--- config.mk ---
export PLATFORM = sky130hd
export DESIGN_NAME = dpd_encoder_seq
export DESIGN_NICKNAME = d
export VERILOG_FILES = /design/src/rtl/dpd_encoder_seq.sv
export SDC_FILE = /design/constraint.sdc
export NUM_CORES = 1
export LEC_CHECK = 0
export ABC_AREA = 0
export ABC_CLOCK_PERIOD_IN_PS = 2900
export CORE_MARGIN = 8
export CORE_UTILIZATION = 50
export DETAILED_ROUTE_END_ITERATION = 6
export HOLD_SLACK_MARGIN = 0.05
export PLACE_DENSITY = 0.79
export SYNTH_ARGS = -nofsm -noshare
export SYNTH_HDL_FRONTEND = slang
export SYNTH_SLANG_ARGS = --single-unit
--- constraint.sdc ---
create_clock -name clk -period 2.9 [get_ports clk]
set_clock_uncertainty 0.1 [all_clocks]
set_input_delay 0.435 -clock clk [delete_from_list [all_inputs] [get_ports clk]]
set_output_delay 0.435 -clock clk [all_outputs]
set_load 0.01 [all_outputs]
--- src/rtl/dpd_encoder_seq.sv ---
// dpd_encoder_seq: sequential BCD-to-DPD IEEE 754-2008 decimal encoder, one declet per cycle.
// Ports: clk, rst_n (async, active low); in_valid/in_ready with in_sign, in_exp, in_coeff, in_special;
// out_valid/out_ready with out_data {sign, comb, exp_cont, declets} and out_flags {special, bad_digit, exp_ovf}.
module dpd_encoder_seq #(
  parameter int NDEC = 2,
  parameter int EXP_W = 8,
  localparam int NDIG = 3*NDEC+1,
  localparam int W = 4+EXP_W+10*NDEC
) (
  input  logic              clk,
  input  logic              rst_n,
  input  logic              in_valid,
  output logic              in_ready,
  input  logic              in_sign,
  input  logic [EXP_W-1:0]  in_exp,
  input  logic [4*NDIG-1:0] in_coeff,
  input  logic [1:0]        in_special,
  output logic              out_valid,
  input  logic              out_ready,
  output logic [W-1:0]      out_data,
  output logic [2:0]        out_flags
);
  localparam int CW = $clog2(NDEC);
  localparam int HW = EXP_W+4;
  typedef enum logic [1:0] {IDLE, ENC, DONE} state_t;
  state_t state_q, state_d;
  logic [CW-1:0] cnt_q, cnt_d;
  logic [12*NDEC-1:0] coeff_q, coeff_d;
  logic [10*NDEC-1:0] dec_q, dec_d;
  logic [HW-1:0] hdr_q, hdr_d;
  logic [2:0] flags_q, flags_d;
  logic zero_q, zero_d;
  logic out_valid_q, out_valid_d;
  logic [W-1:0] out_data_q, out_data_d;
  logic [2:0] out_flags_q, out_flags_d;
  logic bad, ovf, spec;
  logic [3:0] msd;
  logic [HW-1:0] fin_h, inf_h, qnan_h, snan_h, hdr_sel;
  function automatic logic [9:0] dpd(input logic [11:0] x);
    logic a, b, c, d, e, f, g, h, i, j, k, m;
    {a, b, c, d, e, f, g, h, i, j, k, m} = x;
    case ({a, e, i})
      3'b000:  dpd = {b, c, d, f, g, h, 1'b0, j, k, m};
      3'b001:  dpd = {b, c, d, f, g, h, 1'b1, 2'b00, m};
      3'b010:  dpd = {b, c, d, j, k, h, 1'b1, 2'b01, m};
      3'b100:  dpd = {j, k, d, f, g, h, 1'b1, 2'b10, m};
      3'b110:  dpd = {j, k, d, 2'b00, h, 1'b1, 2'b11, m};
      3'b101:  dpd = {f, g, d, 2'b01, h, 1'b1, 2'b11, m};
      3'b011:  dpd = {b, c, d, 2'b10, h, 1'b1, 2'b11, m};
      default: dpd = {2'b00, d, 2'b11, h, 1'b1, 2'b11, m};
    endcase
  endfunction
  always_comb begin
    bad = 1'b0;
    for (int n = 0; n < NDIG; n++) bad = bad | (in_coeff[4*n +: 4] > 4'd9);
    spec = |in_special;
    ovf = &in_exp[EXP_W-1 -: 2];
    msd = in_coeff[4*NDIG-1 -: 4];
    fin_h = {in_sign, msd[3] ? {2'b11, in_exp[EXP_W-1 -: 2], msd[0]} : {in_exp[EXP_W-1 -: 2], msd[2:0]}, in_exp[EXP_W-3:0]};
    inf_h = {in_sign, 5'b11110, {(EXP_W-2){1'b1}}};
    qnan_h = {in_sign, 5'b11111, {(EXP_W-2){1'b0}}};
    snan_h = {in_sign, 5'b11111, 1'b1, {(EXP_W-3){1'b0}}};
    // specials outrank bad digits, which outrank exponent overflow
    hdr_sel = in_special == 2'b01 ? inf_h :
              in_special == 2'b10 ? qnan_h :
              in_special == 2'b11 ? snan_h :
              bad ? qnan_h : ovf ? inf_h : fin_h;
  end
  always_comb begin
    state_d = state_q;
    cnt_d = cnt_q;
    coeff_d = coeff_q;
    dec_d = dec_q;
    hdr_d = hdr_q;
    flags_d = flags_q;
    zero_d = zero_q;
    out_valid_d = out_valid_q;
    out_data_d = out_data_q;
    out_flags_d = out_flags_q;
    case (state_q)
      IDLE: if (in_valid) begin
        state_d = ENC;
        cnt_d = '0;
        coeff_d = in_coeff[12*NDEC-1:0];
        hdr_d = hdr_sel;
        flags_d = {spec, bad, ovf};
        zero_d = spec | bad | ovf;
      end
      ENC: begin
        // coefficient shifts down, declets shift in from the top: LS declet lands at bit 0
        coeff_d = coeff_q >> 12;
        dec_d = {dpd(coeff_q[11:0]), dec_q[10*NDEC-1:10]};
        cnt_d = cnt_q + 1'b1;
        if (cnt_q == CW'(NDEC-1)) begin
          state_d = DONE;
          out_valid_d = 1'b1;
          out_data_d = {hdr_q, zero_q ? {(10*NDEC){1'b0}} : dec_d};
          out_flags_d = flags_q;
        end
      end
      DONE: if (out_ready) begin
        state_d = IDLE;
        out_valid_d = 1'b0;
      end
      default: state_d = IDLE;
    endcase
  end
  always_ff @(posedge clk or negedge rst_n) begin
    if (!rst_n) begin
      state_q <= IDLE;
      cnt_q <= '0;
      coeff_q <= '0;
      dec_q <= '0;
      hdr_q <= '0;
      flags_q <= '0;
      zero_q <= 1'b0;
      out_valid_q <= 1'b0;
      out_data_q <= '0;
      out_flags_q <= '0;
    end else begin
      state_q <= state_d;
      cnt_q <= cnt_d;
      coeff_q <= coeff_d;
      dec_q <= dec_d;
      hdr_q <= hdr_d;
      flags_q <= flags_d;
      zero_q <= zero_d;
      out_valid_q <= out_valid_d;
      out_data_q <= out_data_d;
      out_flags_q <= out_flags_d;
    end
  end
  assign in_ready = state_q == IDLE;
  assign out_valid = out_valid_q;
  assign out_data = out_data_q;
  assign out_flags = out_flags_q;
endmodule

==> metrics.md <==
| Metric | Value |
|---|---|
| Number of global-route vias before repair | between 2000 and 3000 |
| Worst hold path type | reg -> reg |
| Least-Margin Pin Slew | approximately 750 ps |
| Inserted Clock Buffers | 9 |
| Clock transition at path regs | about 90 ps |
| Reg2Reg Launch Point | state_q[0] |
| Nets | 476 |
| TritonCTS clock tree | built |
| DIE WIDTH | roughly 100 um |
| Hold path start | out_data[3] |
| Slew Limit Fails | 0 |
| Core box area | around 7300 um^2 |
| Sequential area share after synthesis | roughly three fifths |
| HPWL Detailed | 6010 um |
| Full die area | between 10000 and 15000 um^2 |
| Netlist cell types | 34 |
| IO buf count | around 80 |
| Synthesis warning total | 0 |
| IO Count | 80 |
| Reg power frac | a little over two fifths |
| WS Path Type | reg -> reg |
| Syn Inst Count | 360 |
| Placed cells | 520 |
| GP Congestion | ~0.85 |
| Final Non-Filler Cells | 537 |
| Setup WS post-layout | 693 ps |
| Comb power frac | approximately 34% |
| RR Endpoint | out_flags[1] |
| First-pass GRT wire length | 14000 um |
| Crit end category | register |
| Switch share | roughly 34% |
| Crit path arrival time | between 2000 and 2500 ps |
| Row count | 31 |
| Clk_lat worst skew | approximately 340 ps |
| Vias/cell | ~5.4 |
| Final Hold Fails | 0 |
| Period utilization | between 70% and 80% |
| GR Overflow Total | 0 |
| Leakage dissipation | approximately 2.1 nW |
| Worst Hold Depth | 2 |
| Utilization after layout | 66.7% |
| WL per Instance | 15.4 um |
| Fraction of layout cells with a size suffix above 1 | 11.2% |
| Die height | a little over 100 um |
| Setup_tns | 0 ps |
| Pre-antenna DRT Iters | 4 |
| Initial antenna violation count | 0 |
| Register-to-Register Setup Slack | between 600 and 700 ps |
| Net Switching | between 1.5 and 2 mW |
| Status | finished clean |
| Post-synthesis net count | 403 |
| CP Data Required Time | between 3000 and 4000 ps |
| Vias | ~2900 |
| Worst Reg-to-Reg Cells | 3 |
| Max Fclk | ~450 MHz |
| Internal power | roughly 3 mW |
| Clk buf depth | 2 |
| Syn_area_per_cell | between 10 and 15 um^2 |
| Slew headroom | approximately 50% |
| RSZ-0062 raised after global routing | false |
| Post-Syn Area | 3750 um^2 |
| Setup WS pre-CTS | ~650 ps |
| Ant. Diodes | 0 |
| Routed Antenna Nets | 0 |
| Wirelength, routed | between 8000 and 9000 um |
| Max FO, Critical Path | 54 |
| Pwr dens | around 930 nW/um^2 |
| DRC Markers | 0 |
| Initial drt markers | between 150 and 200 |
| Startpoint Class | register |
| Hold Crit Endpoint | out_data[3] |
| Root Driver | clkbuf_8 |
| VDD IR-drop max | around 0.43 mV |
| #FFs+latches synth | 89 |
| Max_cap viols | 0 |
| CTS HTree Levels | 3 |
| Layout overhead on the synthesized area | 29.1% |
| Largest net degree at the start of global routing | 56 |
| Fin crit period | 2210 ps |
| Clock sink total | 89 |
| Highest-count cells in the layout ignoring fill and taps | nand2_1 (89), dfrtp_1 (89), clkdlybuf4s50_1 (78) |
| Initial Utilization | about 52% |
| Setup Viol. Count Final | 0 |
| Clock power frac | about 22% |
| Gr usage total | ~17% |
[cells by family (layout without fill, tap and decap cells)]
| kind of cell | Yosys count | count (layout) | share of synthesized area [%] |
|---|---|---|---|
| AOI/OAI and AO/OA | 74 | 74 | 13.5 |
| buffers and inverters | 24 | 102 | 3.24 |
| DFF | 89 | 89 | 59.4 |
| muxes | 19 | 19 | 5.67 |
| and+or+nand+nor | 154 | 154 | 18.2 |
[flip-flops by register name (all words and copies together), names as in the netlist, 2 cells and up]
register,cells
out_flags,3
hdr_q,12
flags_q,3
coeff_q,24
state_q,2
out_data,32
dec_q,10
[routing by layer]
layer  track usage [%]  wire (um)
met3              2.84        483
met1              22.3       3640
met4              8.01        174
met5                 0          0
met2              26.8       3960
[cell type report]
cell class                 instances  area (um^2)
clock buffer                      12          145
clock inverter                     4         98.8
fill                             591         2410
inverter                           2         7.51
multi-input combinational        247         1410
sequential                        89         2230
tap                               99          124
timing repair buffer              84          828
[repair_timing]
action,in CTS,in global routing
endpoints found under the hold margin,45,0
buffers inserted,0,0
gates resized for setup,0,0
setup endpoints to repair,0,0
hold buffers,1,0
[worst max-delay path, cell delays in order, from the launching register on]
cell	delay (ps)
dfrtp_1	470
nor2b_2	620
nand2_4	470
mux2_2	410
[synth_stat cells]
cell type	number	area share [%]
dfrtp_1	89	59
nand2_1	89	8.9
o21ai_0	31	4.1
nor2_1	20	2.0
mux2_2	18	5.4
nand2b_1	17	2.8
nand3_1	14	1.9
a22oi_1	12	2.4
buf_2	10	1.3
clkbuf_1	9	0.90
a21oi_1	7	0.93
o221a_2	5	1.5
o31ai_1	5	1.0
a22o_1	3	0.70
a31oi_1	3	0.50
nor2b_1	3	0.50
nor3_1	3	0.40
a211oi_1	2	0.40
a41oi_1	2	0.47
buf_6	2	0.60
inv_1	2	0.20
nor3b_1	2	0.40
a21oi_4	1	0.43
and2_1	1	0.17
buf_4	1	0.20
mux2i_1	1	0.27
nand2_2	1	0.17
nand2_4	1	0.30
nand4_1	1	0.17
o211ai_1	1	0.20
o2bb2ai_1	1	0.23
o31ai_4	1	0.57
or3_1	1	0.17
or3b_4	1	0.30
[power groups by stage]
| stage | Clock (mW) | Combinational (mW) | Sequential [mW] |
|---|---|---|---|
| 3_3_place_gp | 0 | 1.49 | 1.97 |
| 4_1_cts | 1.03 | 1.56 | 1.96 |
| 6_report | 1.01 | 1.54 | 1.96 |
| 3_5_place_dp | 0 | 1.55 | 1.98 |
| 5_1_grt | 1.08 | 1.72 | 2.03 |
| 2_1_floorplan | 0 | 1.05 | 1.93 |
[stage by stage]
step | hold WS [ps] | area, um^2 | power (mW)
2_1_floorplan | 39.4 | 3750 | 2.97
3_3_place_gp | 360 | 4580 | 3.46
3_5_place_dp | 365 | 4580 | 3.53
4_1_cts | 384 | 4840 | 4.55
5_1_grt | 414 | 4840 | 4.83
6_report | 380 | 4840 | 4.52
[worst max path at each step]
stage | from | to | slack, ps | depth (start not counted)
after CTS | state_q[0] | out_data[18] | 700 | 4
after global placement | in_valid | hdr_q[0] | 720 | 5
after detailed placement | in_valid | hdr_q[10] | 650 | 4
after floorplan | state_q[0] | hdr_q[0] | 1340 | 4
after global routing | state_q[0] | out_data[18] | 470 | 4
final | state_q[0] | out_flags[1] | 690 | 3
Note: power is estimated with default switching activity, not from simulation.
